File: src/rtl/alu_rf_pipe.sv
// ---------------------------------------------------------------------------
// alu_rf_pipe
//
// Pipelined ALU datapath with an integrated NREGS x DATA_WIDTH register file.
// An accepted instruction reads two source registers into the EX stage. One
// edge later it executes one of eight ALU ops. The result goes to a
// valid/ready output register and, optionally, back into the register file.
//
// Configuration macro:
//   ALU_RF_FORWARDING_EN  defined   : EX result is bypassed to a dependent
//                                     incoming instruction, never stalls.
//                         undefined : a dependent instruction stalls for one
//                                     cycle until the writeback has landed.
//
// Ports:
//   clk, rst            clock, synchronous active-high reset
//   in_valid_i/ready_o  instruction handshake
//   op_i                opcode (ADD SUB AND OR XOR SLL SRL SRA)
//   rs_a_i, rs_b_i      source register addresses
//   rd_i, wb_en_i       destination address and writeback enable
//   ext_we_i/wready_o   external register-file write handshake
//   ext_waddr_i/wdata_i external write address and data
//   dbg_raddr_i/rdata_o combinational debug read port (pre-edge contents)
//   res_valid_o/ready_i result handshake
//   res_data_o          result data
//   res_carry_o         carry (ADD) / no-borrow (SUB), 0 for other ops
//   res_zero_o          res_data_o == 0
// ---------------------------------------------------------------------------
module alu_rf_pipe #(
  parameter int DATA_WIDTH = 32,
  parameter int NREGS      = 32,
  localparam int ADDR_WIDTH = $clog2(NREGS)
) (
  input  logic                  clk,
  input  logic                  rst,
  input  logic                  in_valid_i,
  output logic                  in_ready_o,
  input  logic [2:0]            op_i,
  input  logic [ADDR_WIDTH-1:0] rs_a_i,
  input  logic [ADDR_WIDTH-1:0] rs_b_i,
  input  logic [ADDR_WIDTH-1:0] rd_i,
  input  logic                  wb_en_i,
  input  logic                  ext_we_i,
  input  logic [ADDR_WIDTH-1:0] ext_waddr_i,
  input  logic [DATA_WIDTH-1:0] ext_wdata_i,
  output logic                  ext_wready_o,
  input  logic [ADDR_WIDTH-1:0] dbg_raddr_i,
  output logic [DATA_WIDTH-1:0] dbg_rdata_o,
  output logic                  res_valid_o,
  input  logic                  res_ready_i,
  output logic [DATA_WIDTH-1:0] res_data_o,
  output logic                  res_carry_o,
  output logic                  res_zero_o
);

  localparam int SHW = $clog2(DATA_WIDTH);

  typedef enum logic [2:0] {
    OP_ADD = 3'b000,
    OP_SUB = 3'b001,
    OP_AND = 3'b010,
    OP_OR  = 3'b011,
    OP_XOR = 3'b100,
    OP_SLL = 3'b101,
    OP_SRL = 3'b110,
    OP_SRA = 3'b111
  } op_e;

  // Register file
  logic [DATA_WIDTH-1:0] rf_q [NREGS];

  // EX stage
  logic                  ex_valid_q, ex_valid_d;
  op_e                   ex_op_q, ex_op_d;
  logic [DATA_WIDTH-1:0] ex_a_q, ex_a_d;
  logic [DATA_WIDTH-1:0] ex_b_q, ex_b_d;
  logic [ADDR_WIDTH-1:0] ex_rd_q, ex_rd_d;
  logic                  ex_wb_en_q, ex_wb_en_d;

  // Output register
  logic                  res_valid_q, res_valid_d;
  logic [DATA_WIDTH-1:0] res_data_q, res_data_d;
  logic                  res_carry_q, res_carry_d;
  logic                  res_zero_q, res_zero_d;

  // ALU and control
  logic [DATA_WIDTH:0]   sum;
  logic [DATA_WIDTH-1:0] alu_data;
  logic                  alu_carry;
  logic [SHW-1:0]        shamt;
  logic                  advance;
  logic                  wb_we;
  logic                  stall;
  logic                  accept;
  logic                  ext_fire;
  logic [DATA_WIDTH-1:0] opnd_a;
  logic [DATA_WIDTH-1:0] opnd_b;

  assign shamt = ex_b_q[SHW-1:0];

  // NOTE: every signal assigned in an always_comb gets a default first, so no
  // path can leave it unassigned and infer a latch.
  always_comb begin
    sum       = '0;
    alu_data  = '0;
    alu_carry = 1'b0;
    case (ex_op_q)
      OP_ADD: begin
        sum                 = {1'b0, ex_a_q} + {1'b0, ex_b_q};
        {alu_carry, alu_data} = sum;
      end
      OP_SUB: begin
        // Carry out of a + ~b + 1 is the "no borrow" flag.
        sum                 = {1'b0, ex_a_q} + {1'b0, ~ex_b_q} + (DATA_WIDTH+1)'(1);
        {alu_carry, alu_data} = sum;
      end
      OP_AND: alu_data = ex_a_q & ex_b_q;
      OP_OR:  alu_data = ex_a_q | ex_b_q;
      OP_XOR: alu_data = ex_a_q ^ ex_b_q;
      OP_SLL: alu_data = ex_a_q << shamt;
      OP_SRL: alu_data = ex_a_q >> shamt;
      OP_SRA: alu_data = DATA_WIDTH'($signed(ex_a_q) >>> shamt);
      default: alu_data = '0;
    endcase
  end

  // EX retires whenever the output register is empty or being drained.
  assign advance  = ex_valid_q & (~res_valid_q | res_ready_i);
  assign wb_we    = advance & ex_wb_en_q;

`ifdef ALU_RF_FORWARDING_EN
  assign stall  = 1'b0;
  assign opnd_a = (wb_we && rs_a_i == ex_rd_q) ? alu_data : rf_q[rs_a_i];
  assign opnd_b = (wb_we && rs_b_i == ex_rd_q) ? alu_data : rf_q[rs_b_i];
`else
  // Hold a dependent instruction until the producer's writeback has landed.
  assign stall  = ex_valid_q & ex_wb_en_q & ((rs_a_i == ex_rd_q) | (rs_b_i == ex_rd_q));
  assign opnd_a = rf_q[rs_a_i];
  assign opnd_b = rf_q[rs_b_i];
`endif

  assign in_ready_o   = (~ex_valid_q | advance) & ~stall;
  assign accept       = in_valid_i & in_ready_o;
  // The single RF write port belongs to the pipeline on a writeback edge.
  assign ext_wready_o = ~wb_we;
  assign ext_fire     = ext_we_i & ext_wready_o;

  always_comb begin
    ex_valid_d  = ex_valid_q;
    ex_op_d     = ex_op_q;
    ex_a_d      = ex_a_q;
    ex_b_d      = ex_b_q;
    ex_rd_d     = ex_rd_q;
    ex_wb_en_d  = ex_wb_en_q;
    res_valid_d = res_valid_q;
    res_data_d  = res_data_q;
    res_carry_d = res_carry_q;
    res_zero_d  = res_zero_q;

    if (accept) begin
      ex_valid_d = 1'b1;
      ex_op_d    = op_e'(op_i);
      ex_a_d     = opnd_a;
      ex_b_d     = opnd_b;
      ex_rd_d    = rd_i;
      ex_wb_en_d = wb_en_i;
    end else if (advance) begin
      ex_valid_d = 1'b0;
    end

    if (advance) begin
      res_valid_d = 1'b1;
      res_data_d  = alu_data;
      res_carry_d = alu_carry;
      res_zero_d  = (alu_data == '0);
    end else if (res_ready_i) begin
      res_valid_d = 1'b0;
    end
  end

  // NOTE: sequential state uses non-blocking assignments only, so every flop
  // samples the pre-edge value of every other flop.
  always_ff @(posedge clk) begin
    if (rst) begin
      ex_valid_q  <= 1'b0;
      res_valid_q <= 1'b0;
      res_data_q  <= '0;
      res_carry_q <= 1'b0;
      res_zero_q  <= 1'b1;
    end else begin
      ex_valid_q  <= ex_valid_d;
      res_valid_q <= res_valid_d;
      res_data_q  <= res_data_d;
      res_carry_q <= res_carry_d;
      res_zero_q  <= res_zero_d;
    end
  end

  // EX payload is qualified by ex_valid_q and needs no reset.
  always_ff @(posedge clk) begin
    ex_op_q    <= ex_op_d;
    ex_a_q     <= ex_a_d;
    ex_b_q     <= ex_b_d;
    ex_rd_q    <= ex_rd_d;
    ex_wb_en_q <= ex_wb_en_d;
  end

  // NOTE: this register file must come out of reset all-zero, so it is reset
  // entry by entry and maps to flops rather than a RAM macro.
  // A pipeline writeback is dropped under reset, but an external write that
  // completes its handshake on the reset edge still lands. The later
  // non-blocking assignment wins over the reset clear.
  always_ff @(posedge clk) begin
    if (rst) begin
      for (int i = 0; i < NREGS; i++) rf_q[i] <= '0;
    end else if (wb_we) begin
      rf_q[ex_rd_q] <= alu_data;
    end
    if (ext_fire) rf_q[ext_waddr_i] <= ext_wdata_i;
  end

  assign dbg_rdata_o = rf_q[dbg_raddr_i];
  assign res_valid_o = res_valid_q;
  assign res_data_o  = res_data_q;
  assign res_carry_o = res_carry_q;
  assign res_zero_o  = res_zero_q;

endmodule
File: config.mk
export PLATFORM = sky130hd
export DESIGN_NAME = alu_rf_pipe
export DESIGN_NICKNAME = d
export VERILOG_FILES = /design/src/rtl/alu_rf_pipe.sv
export SDC_FILE = /design/constraint.sdc
export NUM_CORES = 2
export LEC_CHECK = 0
export CAP_MARGIN = 15
export CORE_ASPECT_RATIO = 1.5
export CORE_MARGIN = 10
export CORE_UTILIZATION = 30
export CTS_CLUSTER_SIZE = 14
export DETAILED_ROUTE_END_ITERATION = 12
export GPL_ROUTABILITY_DRIVEN = 0
export HOLD_SLACK_MARGIN = 0.02
export SLEW_MARGIN = 20
export SYNTH_ARGS = -nofsm -noshare
export SYNTH_HDL_FRONTEND = slang
export SYNTH_SLANG_ARGS = --single-unit
File: constraint.sdc
create_clock -name clk -period 4.2 [get_ports clk]
set_clock_uncertainty 0.1 [all_clocks]
set_input_delay 0.84 -clock clk [delete_from_list [all_inputs] [get_ports clk]]
set_output_delay 0.84 -clock clk [all_outputs]
set_load 0.01 [all_outputs]
[Word-level counts from Yosys, hierarchy flattened]
Memories as Yosys holds them, arrays and structs flattened. A register that Yosys moved wholly into a read port is not among the register bits.
Cells that the tools add are included.
Operators by class
  shift-type cells: 3
  order comparisons: 0
  multiplexer cells: 16
  equal/unequal tests: 9
  bitwise gates (word level): 18
  divide/modulo/power cells: 0
  reduce and logical (&&, ||, !) cells: 5
  add/sub/neg operators: 3
  multipliers: 0
Operators by type and width (count)
  case mux 32 bit (8 select lines): 1
  adder 32 x 32 -> 33 bit: 2
  adder 33 x 1 -> 33 bit (second input constant): 1
  AND 32 bit: 1
  logical NOT 32 bit: 1
  two-way mux 32 bit: 1
  inverter 32 bit: 1
  bitwise OR 32 bit: 1
  OR reduction 32 bit: 1
  << shifter 32 x 5 -> 32 bit: 1
  >> shifter 32 x 5 -> 32 bit: 1
  >>> shifter 32 x 5 -> 32 bit: 1
  bitwise XOR 32 bit: 1
  equality test 3 bit (second input constant): 4
  two-way mux 1 bit: 12
  equality test 5 bit: 2
  AND 1 bit: 7
  equality test 3 x 2 -> 1 bit (second input constant): 2
  two-way mux 5 bit: 1
  inverter 1 bit: 4
  nonzero test 2 bit: 2
  equality test 3 x 1 -> 1 bit (second input constant): 1
  logical NOT 3 bit: 1
  bitwise OR 1 bit: 3
  case mux 1 bit (2 select lines): 1
Word-level totals
  word-level logic and storage cells: 63
  memories: 1
  memory bits (read-only): 0
  RAM bits: 1024
  bits in latches: 0
  register bits after elaboration: 45
Memories
  rf_q: words 32, width 32, rd ports 3, clocked after Yosys merged registers in 2, wr ports 33, line 70  | logic [DATA_WIDTH-1:0] rf_q [NREGS];

[Logic depth before layout (Yosys ltp)]
  word-level depth: 9
  depth in mapped cells: 20
  gate-level depth less buffers: 14

[Worst setup path after synthesis]
Ideal clock, no wire load.
  kind: input to register
  start point: in rs_b_i[0]
  end point: reg ex_a_q[0], read port of rf_q (enable)
  buffers on the path: 3
  arrival time: 4282 ps
  slack: -621 ps
  library setup time: 440 ps
  cell stages on the path: 9
  cell sequence: clkbuf_1 clkbuf_1 buf_1 xor2_1 nor3_1 nand3_1 a21boi_0 o21ai_0 and2_1
Between the ends
  word-level cells in the longest chain between the ends: 6
Ends and longest elaborated chain
  from (decl): line 40  | input logic [ADDR_WIDTH-1:0] rs_b_i,
  equality test 5 bit: line 137  | assign stall = ex_valid_q & ex_wb_en_q & ((rs_a_i == ex_rd_q) | (rs_b_i == ex_rd_q));
  bitwise OR 1 bit: line 137
  AND 1 bit: line 137
  inverter 1 bit: line 142  | assign in_ready_o = (~ex_valid_q | advance) & ~stall;
  AND 1 bit: line 142
  named net in_ready_o: line 37  | output logic in_ready_o,
  AND 1 bit: line 143  | assign accept = in_valid_i & in_ready_o;
  named net accept: line 94  | logic accept;
  to (decl): line 75  | logic [DATA_WIDTH-1:0] ex_a_q, ex_a_d;
The timed path passes the listed nets, and every way through them passes these cells.
A chain may end at the register's enable or synchronous reset.

==> implementation parameters <==
Parameter                              Value

Logic synthesis
  Yosys warning total    0
  Post-synthesis register bit count    1133
  Fraction of registers with async set/reset    0%
  Synthesized instance count    5310
  Simple-gate share of the synthesized area    9.26%
  Post-synthesis compound-gate area fraction    5.51%
  Mapped Nets    5475
  Synth Area in XOR/XNOR    0.373%
  Distinct cell type count after synthesis    102
  Sequential area share after synthesis    46.2%
  Flip-flop cell with the highest count after synthesis    sky130_fd_sc_hd__edfxtp_1
  Avg Inst Size Synth    13.7 um2
  Cell Area, Synth    0.0728 mm2
  Proportion of synthesized area in mux cells    33.2%
  Combinational family with the most area after synthesis    multiplexers
  Post-synthesis share of cell area spent on full adders, half adders and majority gates    1.72%
  Number of enable flip-flop cells after synthesis    1097

Status
  Violations in the final reports    negative setup slack
  Outcome    complete, but fails checks

STA
  Final number of max-transition violations    0
  Slew at the pin closest to its max-slew limit    1.20 ns
  RSZ-0062 raised after global routing    yes
  Upper clock frequency limit    233 MHz
  Headroom to the max-slew limit    19.9%
  Minimum clock period    4.28 ns
  Hold violation count in the final report    0
  Setup slack after layout    -0.0848 ns
  Number of setup violations in the final report    32
  Share of the clock period used by the worst path after layout    102%

Power
  Clock network power share    31.4%
  Register share of total power    39.1%
  Power density of the placed cells    391 mW/mm2
  Cell-internal power    23.2 mW
  Switching power    11.3 mW
  Peak VDD IR    0.345 mV
  Switching Share    32.7%
  Total power    34.5 mW
  Leakage power summed over all cells    30.9 nW
  Relative contribution of combinational cells to total power    29.6%

Finish
  Ratio of cells with drive above 1 in the final layout    37.4%
  Net count reported at finish    5811
  Number of filler cells placed in the layout    22949
  Synth-to-Final Area Change    21.2%
  Non-Filler Cell Area, Final    0.0882 mm2

Setup path
  Critical path buffers and inverters    8
  Cell seen most often among critical-path stages    sky130_fd_sc_hd__buf_4
  Worst setup path category    register to register
  Crit-path cells    buf_4, buf_4, buf_4, mux2_2, o22ai_1, a221oi_1, buf_2, buf_4, a221oi_1, buf_4, o221ai_1, buf_4, mux2i_4, buf_12, nor2_1
  Largest delay contributor family on the critical path    buffers and inverters
  Kind of launch point of the worst setup path    register
  Arrival time worst endpoint    4.66 ns
  Biggest cell delay along the critical path    0.75 ns
  Crit Path Max Fanout    32
  Required time of the worst setup path    4.58 ns
  Slowest cell on the critical path    sky130_fd_sc_hd__a221oi_1
  Kind of capture point of the worst setup path    register

Drt
  Ratio of routed vias to standard cells    6.35
  Routed wire length on met3    41800 um
  Sum of routed wire length over all layers    327000 um
  DR iter-0 viols    9403
  Pre-Repair DR Iteration Count    8
  Met1 WL    104000 um
  Number of vias in the routed layout    57054
  Antenna-violating nets left    0
  Length of routed met2 wiring    150000 um
  Residual DRC    0
  Top Layer Used    met5
  Average wire per cell in the routed design    36.4 um

Floorplan
  I/O Pins    135
  Row count    221
  Core region area    0.242 mm2
  Die Y-Extent    623 um
  Starting utilization of the core area    30.1%
  Die Wd    422 um
  Full die area    0.263 mm2

Global routing
  Antenna violations before repair    27
  GR Overflow Total    0
  Largest net degree at the start of global routing    117
  First-pass GRT wire length    447000 um
  Gr usage total    23.9%
  Via count of the first global-routing pass    56478

Worst hold path
  Min-Delay Path Class    register to register

Clock network
  Number of clock sinks    1133
  Source-to-sink clock delay at the later pin of the worst-skew pair    0.78 ns
  Max clock buf depth    3
  # H-tree levels    3
  CTS root buffer    sky130_fd_sc_hd__clkbuf_16
  TritonCTS clock tree    done
  Total CTS buffers    115
  CTS clock-pin slew for the worst setup and hold paths    0.06 ns

Placement
  Instance area after placement    0.0831 mm2
  Count of input and output buffers    134
  Placed wire-length estimate after detailed placement    214000 um
  Worst setup timing slack at the placement stage    -0.368 ns

Run
  Max Cap Viol    0
synthesized netlist by cell type, types with 10 or more instances:
library cell                  n  area [um2]
sky130_fd_sc_hd__buf_1       92         345
sky130_fd_sc_hd__nand2b_1    44         275
sky130_fd_sc_hd__xnor2_1     22         193
sky130_fd_sc_hd__dfxtp_1     36         721
sky130_fd_sc_hd__a21oi_1    119         596
sky130_fd_sc_hd__a22oi_1     15         113
sky130_fd_sc_hd__mux2i_1     66         661
sky130_fd_sc_hd__nor2b_1     18         113
sky130_fd_sc_hd__o221ai_1    10        87.6
sky130_fd_sc_hd__nand2_1    201         754
sky130_fd_sc_hd__o21ai_0     89         445
sky130_fd_sc_hd__o22ai_1     37         231
sky130_fd_sc_hd__o211ai_1    24         180
sky130_fd_sc_hd__mux4_2     979       22000
sky130_fd_sc_hd__inv_1      104         390
sky130_fd_sc_hd__o31ai_1     16         120
sky130_fd_sc_hd__o21ai_1     25         125
sky130_fd_sc_hd__and3_1      11        68.8
sky130_fd_sc_hd__nor2_1    1195        4490
sky130_fd_sc_hd__a21o_1      22         165
sky130_fd_sc_hd__mux2_2     124        1400
sky130_fd_sc_hd__ha_1        97        1210
sky130_fd_sc_hd__buf_6       11         124
sky130_fd_sc_hd__a22o_1      12         105
sky130_fd_sc_hd__a211oi_1    46         345
sky130_fd_sc_hd__clkbuf_1   392        1470
sky130_fd_sc_hd__o21bai_1    11        82.6
sky130_fd_sc_hd__nand3_1     32         160
sky130_fd_sc_hd__nor3_1      50         250
sky130_fd_sc_hd__a31oi_1     18         113
sky130_fd_sc_hd__nor4_1      18         113
sky130_fd_sc_hd__edfxtp_1  1097       32900
sky130_fd_sc_hd__buf_2       49         245
sky130_fd_sc_hd__a221oi_1    31         272
what timing repair did:
| action | 4_1_cts | 5_1_grt |
|---|---|---|
| hold buffers | 0 | 0 |
| cloned | 4 | 8 |
| resized for setup | 77 | 111 |
| setup buffers | 7 | 25 |
| pin swaps | 3 | 21 |
| endpoints found under the setup margin | 266 | 505 |
routing by layer:
| layer | track usage, % | up-vias |
|---|---|---|
| met5 | 0 | - |
| met4 | 17.5 | 20 |
| met3 | 6.44 | 1492 |
| met2 | 38.2 | 4989 |
| met1 | 27.5 | 28885 |
| li1 | - | 21668 |
sequential cells by signal, indices dropped and copies added, names as in the netlist:
name / count
ex_a_q: 32
ex_b_q: 32
ex_op_q: 3
ex_rd_q: 5
ex_valid_q: 1
ex_wb_en_q: 1
res_carry_o: 1
res_data_o: 32
res_valid_o: 1
res_zero_o: 1
rf_q: 1024
path summary, 6_finish.rpt:
path                       start              to  slack, ns  cells past startpoint
hold reg to reg   res_data_o[25]  res_data_o[25]       0.36                      2
hold / removal    res_data_o[25]  res_data_o[25]       0.36                      2
setup reg to reg      ex_a_q[10]    rf_q[18][19]      -0.08                     15
setup / recovery      ex_a_q[10]    rf_q[18][19]      -0.08                     15
final cells by class:
cell class              instances  area [um2]  area share [%]
clock inverters                76         888            1.01
diodes                          8        20.0          0.0227
repair buffers                773        8800            9.97
well taps                    3233        4050            4.58
clock buffers                 138        2990            3.38
inverters                     106         405           0.459
multi-input cells            3517       37400            42.4
flip-flops and latches       1133       33700            38.2
worst min-delay path: cells and delay by family, from the launching register on:
kind | cells | cell delay (ns)
AO/OA/AOI/OAI | 1 | 0.05
AND/OR/NAND/NOR | 1 | 0.05
flip-flops | 1 | 0.31
logic make-up after synthesis:
group | count (synthesis)
flip-flops | 1133
XOR/XNOR | 31
AND/OR/NAND/NOR | 1635
AO/OA/AOI/OAI | 579
multiplexers | 1173
buffers and inverters | 660
adder cells (fa/ha/maj) | 99
power groups by stage:
| stage | registers (mW) | clock network [mW] | logic, mW |
|---|---|---|---|
| 2_1_floorplan | 13.5 | 0 | 5.04 |
| 6_report | 13.5 | 10.8 | 10.2 |
| 5_1_grt | 13.5 | 11.3 | 10.5 |
| 3_3_place_gp | 13.6 | 0 | 9.35 |
| 3_5_place_dp | 13.7 | 0 | 9.40 |
| 4_1_cts | 13.5 | 10.9 | 9.56 |
cells in the final DEF, fill, tap and decap left out, types with 88 or more instances in the layout:
master and count:
sky130_fd_sc_hd__mux4_2 979, sky130_fd_sc_hd__nor2_1 1179, sky130_fd_sc_hd__inv_1 100, sky130_fd_sc_hd__buf_12 188
sky130_fd_sc_hd__clkdlybuf4s50_1 88, sky130_fd_sc_hd__clkbuf_16 123, sky130_fd_sc_hd__mux2_2 114, sky130_fd_sc_hd__a21oi_1 110
sky130_fd_sc_hd__buf_4 427, sky130_fd_sc_hd__nand2_1 163, sky130_fd_sc_hd__edfxtp_1 1097
per-stage QoR:
step           hold slack [ns]  util, %  std cells  TNS, ns
4_1_cts                  0.358     36.1       8941  -0.0575
3_5_place_dp             0.349     34.4       8716   -41.27
5_1_grt                  0.384     36.5       8978    -3.92
3_3_place_gp             0.350     34.4       8716   -44.20
2_1_floorplan            0.381        -       5310        0
6_report                 0.358     36.5       8984    -1.72
Power figures use the tool's default switching activity.
